## src/rtl/phy_rx_sync_ctrl_if.sv

```systemverilog
//------------------------------------------------------------------------------
// Module   : phy_rx_sync_ctrl_if
// Brief    : Two-lane RX sync controller bus; stats ports exist only with RX_STATS_EN.
// Revision : 1.0
//------------------------------------------------------------------------------
`default_nettype none

interface phy_rx_sync_ctrl_if #(
    parameter int CNT_W = 16
);
    logic       enable;
    logic       resync_req;
    logic [7:0] data_in_0;
    logic [7:0] data_in_1;
    logic [7:0] data_out_0;
    logic [7:0] data_out_1;
    logic       valid_out_0;
    logic       valid_out_1;
    logic       active_0;
    logic       active_1;
    logic       all_active;
`ifdef RX_STATS_EN
    logic [CNT_W-1:0] valid_cnt_0;
    logic [CNT_W-1:0] valid_cnt_1;
    logic [CNT_W-1:0] idle_cnt_0;
    logic [CNT_W-1:0] idle_cnt_1;
`endif

    if (CNT_W < 1) begin : g_bad_cnt_w
        $error("CNT_W must be at least 1");
    end

    modport master (
`ifdef RX_STATS_EN
        input  valid_cnt_0, valid_cnt_1, idle_cnt_0, idle_cnt_1,
`endif
        output enable, resync_req, data_in_0, data_in_1,
        input  data_out_0, data_out_1, valid_out_0, valid_out_1,
        input  active_0, active_1, all_active
    );

    modport slave (
`ifdef RX_STATS_EN
        output valid_cnt_0, valid_cnt_1, idle_cnt_0, idle_cnt_1,
`endif
        input  enable, resync_req, data_in_0, data_in_1,
        output data_out_0, data_out_1, valid_out_0, valid_out_1,
        output active_0, active_1, all_active
    );
endinterface

`default_nettype wire

```

## src/rtl/phy_rx_sync_ctrl.sv

```systemverilog
//------------------------------------------------------------------------------
// Module   : phy_rx_sync_ctrl
// Brief    : Per-lane comma hunt/lock FSMs for two RX lanes; optional RX_STATS_EN
//            macro adds saturating payload/idle counters.
// Revision : 1.0
//------------------------------------------------------------------------------
`default_nettype none

module phy_rx_sync_ctrl #(
    parameter logic [7:0] BC_CHAR = 8'hBC,
    parameter int         BC_LOCK = 4,
    parameter int         CNT_W   = 16
) (
    input  wire logic         clk_f,
    input  wire logic         reset_L,
    phy_rx_sync_ctrl_if.slave bus
);

    typedef enum logic [0:0] {
        HUNT = 1'b0,
        LOCK = 1'b1
    } lane_state_t;

    if (BC_LOCK < 1 || BC_LOCK > 15) begin : g_bad_bc_lock
        $error("BC_LOCK must be in 1..15");
    end
    if (CNT_W < 1) begin : g_bad_cnt_w
        $error("CNT_W must be at least 1");
    end

    // enable low outranks resync_req, but both force the same hunt restart
    logic hunt_clr;
    assign hunt_clr = !bus.enable || bus.resync_req;

    for (genvar lane = 0; lane < 2; lane++) begin : g_lane
        logic [7:0]  din;
        logic        is_bc;
        logic        lock_hit;
        lane_state_t state;
        logic [3:0]  bc_cnt;
        logic [7:0]  dout;
        logic        valid;
        logic        active;

        assign din      = (lane == 0) ? bus.data_in_0 : bus.data_in_1;
        assign is_bc    = (din == BC_CHAR);
        assign lock_hit = (({1'b0, bc_cnt} + 5'd1) == 5'(BC_LOCK));

        always_ff @(posedge clk_f or negedge reset_L) begin
            if (!reset_L) begin
                state  <= HUNT;
                bc_cnt <= 4'd0;
                dout   <= 8'h00;
                valid  <= 1'b0;
                active <= 1'b0;
            end else if (hunt_clr) begin
                state  <= HUNT;
                bc_cnt <= 4'd0;
                dout   <= 8'h00;
                valid  <= 1'b0;
                active <= 1'b0;
            end else begin
                case (state)
                    HUNT: begin
                        dout  <= 8'h00;
                        valid <= 1'b0;
                        if (is_bc && lock_hit) begin
                            state  <= LOCK;
                            bc_cnt <= 4'd0;
                            active <= 1'b1;
                        end else if (is_bc) begin
                            bc_cnt <= bc_cnt + 4'd1;
                        end else begin
                            bc_cnt <= 4'd0;
                        end
                    end
                    LOCK: begin
                        dout  <= is_bc ? 8'h00 : din;
                        valid <= !is_bc;
                    end
                    default: begin
                        state  <= HUNT;
                        bc_cnt <= 4'd0;
                        dout   <= 8'h00;
                        valid  <= 1'b0;
                        active <= 1'b0;
                    end
                endcase
            end
        end

`ifdef RX_STATS_EN
        localparam logic [CNT_W-1:0] CNT_ONE = {{(CNT_W-1){1'b0}}, 1'b1};
        logic [CNT_W-1:0] valid_cnt;
        logic [CNT_W-1:0] idle_cnt;

        // counters sample the same locked cycle that produces the output byte
        always_ff @(posedge clk_f or negedge reset_L) begin
            if (!reset_L) begin
                valid_cnt <= '0;
                idle_cnt  <= '0;
            end else if (hunt_clr) begin
                valid_cnt <= '0;
                idle_cnt  <= '0;
            end else if (state == LOCK) begin
                if (!is_bc && (valid_cnt != '1)) begin
                    valid_cnt <= valid_cnt + CNT_ONE;
                end
                if (is_bc && (idle_cnt != '1)) begin
                    idle_cnt <= idle_cnt + CNT_ONE;
                end
            end
        end
`endif
    end

    logic all_active_r;

    always_ff @(posedge clk_f or negedge reset_L) begin
        if (!reset_L) begin
            all_active_r <= 1'b0;
        end else begin
            all_active_r <= g_lane[0].active & g_lane[1].active;
        end
    end

    assign bus.data_out_0  = g_lane[0].dout;
    assign bus.data_out_1  = g_lane[1].dout;
    assign bus.valid_out_0 = g_lane[0].valid;
    assign bus.valid_out_1 = g_lane[1].valid;
    assign bus.active_0    = g_lane[0].active;
    assign bus.active_1    = g_lane[1].active;
    assign bus.all_active  = all_active_r;

`ifdef RX_STATS_EN
    assign bus.valid_cnt_0 = g_lane[0].valid_cnt;
    assign bus.valid_cnt_1 = g_lane[1].valid_cnt;
    assign bus.idle_cnt_0  = g_lane[0].idle_cnt;
    assign bus.idle_cnt_1  = g_lane[1].idle_cnt;
`endif

endmodule

`default_nettype wire
```

## src/flat_wrapper.sv

```systemverilog
// flat-port wrapper written by rule: the top's interface ports become plain ports
module phy_rx_sync_ctrl_flat 
#(
    parameter logic [7:0] BC_CHAR = 8'hBC,
    parameter int         BC_LOCK = 4,
    parameter int         CNT_W   = 16
)
  (clk_f, reset_L, bus_enable, bus_resync_req, bus_data_in_0, bus_data_in_1, bus_data_out_0, bus_data_out_1, bus_valid_out_0, bus_valid_out_1, bus_active_0, bus_active_1, bus_all_active);
  phy_rx_sync_ctrl_if #(.CNT_W(CNT_W)) bus_i ();
  input  wire logic clk_f;
  input  wire logic reset_L;
  input wire logic [$bits(bus_i.enable)-1:0] bus_enable;
  input wire logic [$bits(bus_i.resync_req)-1:0] bus_resync_req;
  input wire logic [$bits(bus_i.data_in_0)-1:0] bus_data_in_0;
  input wire logic [$bits(bus_i.data_in_1)-1:0] bus_data_in_1;
  output wire logic [$bits(bus_i.data_out_0)-1:0] bus_data_out_0;
  output wire logic [$bits(bus_i.data_out_1)-1:0] bus_data_out_1;
  output wire logic [$bits(bus_i.valid_out_0)-1:0] bus_valid_out_0;
  output wire logic [$bits(bus_i.valid_out_1)-1:0] bus_valid_out_1;
  output wire logic [$bits(bus_i.active_0)-1:0] bus_active_0;
  output wire logic [$bits(bus_i.active_1)-1:0] bus_active_1;
  output wire logic [$bits(bus_i.all_active)-1:0] bus_all_active;
  assign bus_i.enable = bus_enable;
  assign bus_i.resync_req = bus_resync_req;
  assign bus_i.data_in_0 = bus_data_in_0;
  assign bus_i.data_in_1 = bus_data_in_1;
  assign bus_data_out_0 = bus_i.data_out_0;
  assign bus_data_out_1 = bus_i.data_out_1;
  assign bus_valid_out_0 = bus_i.valid_out_0;
  assign bus_valid_out_1 = bus_i.valid_out_1;
  assign bus_active_0 = bus_i.active_0;
  assign bus_active_1 = bus_i.active_1;
  assign bus_all_active = bus_i.all_active;
  phy_rx_sync_ctrl #(.BC_CHAR(BC_CHAR), .BC_LOCK(BC_LOCK), .CNT_W(CNT_W)) u_core (.clk_f(clk_f), .reset_L(reset_L), .bus(bus_i));
endmodule
```

## config.mk

```make
export PLATFORM = sky130hd
export DESIGN_NAME = phy_rx_sync_ctrl_flat
export DESIGN_NICKNAME = d
export VERILOG_FILES = /design/src/rtl/phy_rx_sync_ctrl_if.sv /design/src/rtl/phy_rx_sync_ctrl.sv /design/src/flat_wrapper.sv
export SDC_FILE = /design/constraint.sdc
export NUM_CORES = 1
export LEC_CHECK = 0
export BUFFER_PORTS_ARGS = -buffer_cell sky130_fd_sc_hd__buf_2
export CAP_MARGIN = 30
export CELL_PAD_IN_SITES_DETAIL_PLACEMENT = 1
export CELL_PAD_IN_SITES_GLOBAL_PLACEMENT = 1
export CORE_ASPECT_RATIO = 0.8
export CORE_UTILIZATION = 41
export DETAILED_ROUTE_END_ITERATION = 8
export HOLD_SLACK_MARGIN = 0.15
export PLACE_DENSITY = 0.88
export SLEW_MARGIN = 20
export SYNTH_ARGS = -nofsm -noshare
export SYNTH_HDL_FRONTEND = slang
export SYNTH_SLANG_ARGS = --single-unit
```

## constraint.sdc

```tcl
create_clock -name clk_f -period 2.29 [get_ports clk_f]
set_input_delay 0.229 -clock clk_f [delete_from_list [all_inputs] [get_ports clk_f]]
set_output_delay 0.229 -clock clk_f [all_outputs]
set_load 0.03 [all_outputs]
```

==> flow_metrics.py <==
metrics = {
    "worst_setup_path": {
        "max_stage_delay_ns": 0.51,
        "end_kind": "flop",
        "cp_top_family": "simple AND/OR/NAND/NOR gates",
        "crit_chain": "ha_1 -> or4bb_1 -> o31ai_1 -> a21oi_1 -> nor2_1",
        "startpoint_type": "flop",
        "path_depth": 5,
        "critPathBufInv": 0,
        "critPathKind": "flop to flop",
        "path_max_fanout": 9,
        "cp_slowest_cell": "or4bb_1",
        "crit_required_ns": 2.50,
        "arrival_ns": 1.93,
        "reg2regPathDepth": 5,
    },
    "floorplanning": {
        "die_h_um": 54.0,
        "die_w_um": 67.0,
        "die_area_um2": 3620,
        "start_util_pct": 44.0,
        "core_area_um2": 3150,
        "ios": 41,
        "rows": 18,
    },
    "sta": {
        "relSlewSlack_pct": 53.7,
        "setup_violations": 0,
        "hold_viol_final": 0,
        "fin_tns_setup_ns": 0,
        "fin_worst_skew_ns": 0.00553,
        "period_needed_ns": 1.71,
        "maxSlewViolCount": 0,
        "max_freq_mhz": 584,
        "tightest_slew_ns": 0.694,
        "rsz0062_at_grt": "false",
        "finalCritPeriodShare_pct": 74.8,
    },
    "clock_network": {
        "cts_setup_buffers": 0,
        "post_cts_resized": 0,
        "cts_tree": "yes",
        "cts_buffers": 5,
        "clk_pin_slew_ns": 0.07,
        "cts_max_path_buffers": 2,
        "clk_latency_ns": 0.29,
        "hold_buffers": 1,
        "htreeDepth": 2,
        "clock_sinks": 31,
        "clockRootBuffer": "clkbuf_8",
    },
    "yosys": {
        "synth_warnings": 0,
        "synth_edf_count": 0,
        "syn_area_um2": 1390,
        "ys_async_sr_fraction_pct": 100,
        "synth_top_area_share_pct": 55.9,
        "synth.most_common_cell": "dfrtp_1",
        "synth_area_leaders": "dfrtp_1, and2_1, ha_1, and3_1, nor4_4",
        "synth_area_per_cell_um2": 11.1,
        "synth-seq-cells": 31,
        "netlist_top_cells_count": "dfrtp_1, and2_1, nand2_1, and3_1",
        "synthFlopType": "dfrtp_1",
        "syn_inst": 125,
        "syn_nets": 149,
        "synth_area_leader_cell": "dfrtp_1",
        "ys_types": 31,
        "synth-seq-area-share_pct": 55.9,
    },
    "job": {
        "cap_viol_max_count": 0,
    },
    "placement": {
        "dpl.hpwl_mm": 2.61,
        "gp_congestion": 0.778,
        "numPlacedInstances": 201,
        "numPortBuffers": 40,
    },
    "final_layout": {
        "fin_nets": 193,
        "post_route_cells_drive_above_1_share_pct": 29.4,
        "antenna_cells": 0,
        "synthToLayoutAreaGrowth_pct": 26.1,
        "fin_cells": 210,
    },
    "drt": {
        "finalWirelength_mm": 3.61,
        "wl_per_cell_um": 17.2,
        "drcViolationCount": 0,
        "via_count": 1161,
        "firstDrtPassIters": 4,
        "vias_per_cell": 5.53,
        "dr.first_iter.drc_count": 44,
        "ant_nets": 0,
    },
    "global_routing": {
        "antenna_found_initial": 0,
        "grt_pass1_wl_mm": 5.53,
        "grt_remaining_overflow": 0,
        "grt_use_total_pct": 21.7,
        "grt_pass1_vias": 1131,
        "grt_max_degree": 32,
    },
    "outcome": {
        "status": "finished, final reports clean",
    },
    "pwr": {
        "ir_drop_mv": 0.340,
        "p_per_area_nw_per_um2": 661,
        "power.leakage_nw": 0.912,
    },
    "worst_hold_path": {
        "hold_class": "input pin to flop",
        "hold-path-cell-count": 2,
    },
}
flip-flops by register name (all words and copies together) (netlist names):
signal                  count
u_core.bus.active_1         1
u_core.bus.data_out_1       8
u_core.g_lane.bc_cnt        8
u_core.bus.valid_out_0      1
u_core.bus.valid_out_1      1
u_core.g_lane.state         2
u_core.bus.all_active       1
u_core.bus.data_out_0       8
u_core.bus.active_0         1
cell families (layout without fill, tap and decap cells):
| logic type | count (synthesis) | in the layout | synth area share, % |
|---|---|---|---|
| AOI/OAI and AO/OA | 23 | 23 | 10.4 |
| adders and majority gates | 4 | 4 | 3.61 |
| DFF | 31 | 31 | 55.9 |
| buffers and inverters | 6 | 51 | 1.71 |
| and+or+nand+nor | 61 | 61 | 28.4 |
worst register-to-register path, delay by kind of cell, from the launching register on:
family | cells | cell delay (ns)
adders and majority gates | 1 | 0.24
AOI/OAI and AO/OA | 2 | 0.26
DFF | 1 | 0.49
and+or+nand+nor | 2 | 0.63
path summary, 6_finish.rpt:
kind / startpoint / end / slack [ns]
max: u_core.g_lane[1].bc_cnt[0] / u_core.g_lane[1].state / 0.58
min: bus_data_in_1[7] / u_core.bus.data_out_1[7] / 0.17
max reg2reg: u_core.g_lane[1].bc_cnt[0] / u_core.g_lane[1].state / 0.58
min reg2reg: u_core.bus.active_1 / u_core.bus.all_active / 0.53
max in group asynchronous: reset_L / u_core.bus.data_out_1[4] / 1.32
min in group asynchronous: reset_L / u_core.bus.data_out_0[6] / 0.52
stage by stage:
step | utilization [%] | setup WS, ns | power, mW | area [um2] | hold slack, ns
2_1_floorplan | - | 0.817 | 0.568 | 1390 | -0.0666
3_3_place_gp | 51.4 | 0.751 | 0.600 | 1620 | 0.290
3_5_place_dp | 51.4 | 0.605 | 0.603 | 1620 | 0.310
4_1_cts | 55.5 | 0.594 | 1.16 | 1750 | 0.174
5_1_grt | 55.5 | 0.464 | 1.19 | 1750 | 0.177
6_report | 55.5 | 0.578 | 1.16 | 1750 | 0.173
layer usage:
| metal | global-route usage [%] | part of all wire (%) |
|---|---|---|
| met1 | 26.2 | 43 |
| met2 | 37.0 | 48 |
| met3 | 7.84 | 7.7 |
| met4 | 5.32 | 0.66 |
| met5 | 0 | 0 |
cells in the final DEF, fill, tap and decap left out, drive strengths merged, types with 3 or more instances in the layout:
cell type	count
a21oi	6
a31oi	5
and2	11
and3	7
buf	40
clkbuf	6
dfrtp	31
ha	4
nand2	8
nand3	4
nand3b	3
nor2	6
nor2b	3
nor3	5
o21ai	4
final cells by class:
type | count | area [um2]
Fill cell | 368 | 1400
Sequential cell | 31 | 776
Multi-Input combinational cell | 88 | 588
Timing Repair Buffer | 41 | 210
Clock buffer | 6 | 82.6
Tap cell | 40 | 50.0
Clock inverter | 2 | 35.0
Inverter | 2 | 7.51
power breakdown:
group | internal, mW | leakage (nW) | switching (mW)
Sequential | 0.548 | 0.433 | 0.0000854
Combinational | 0.0157 | 0.417 | 0.0308
Clock | 0.352 | 0.0612 | 0.210
Note: power is estimated with default switching activity, not from simulation.
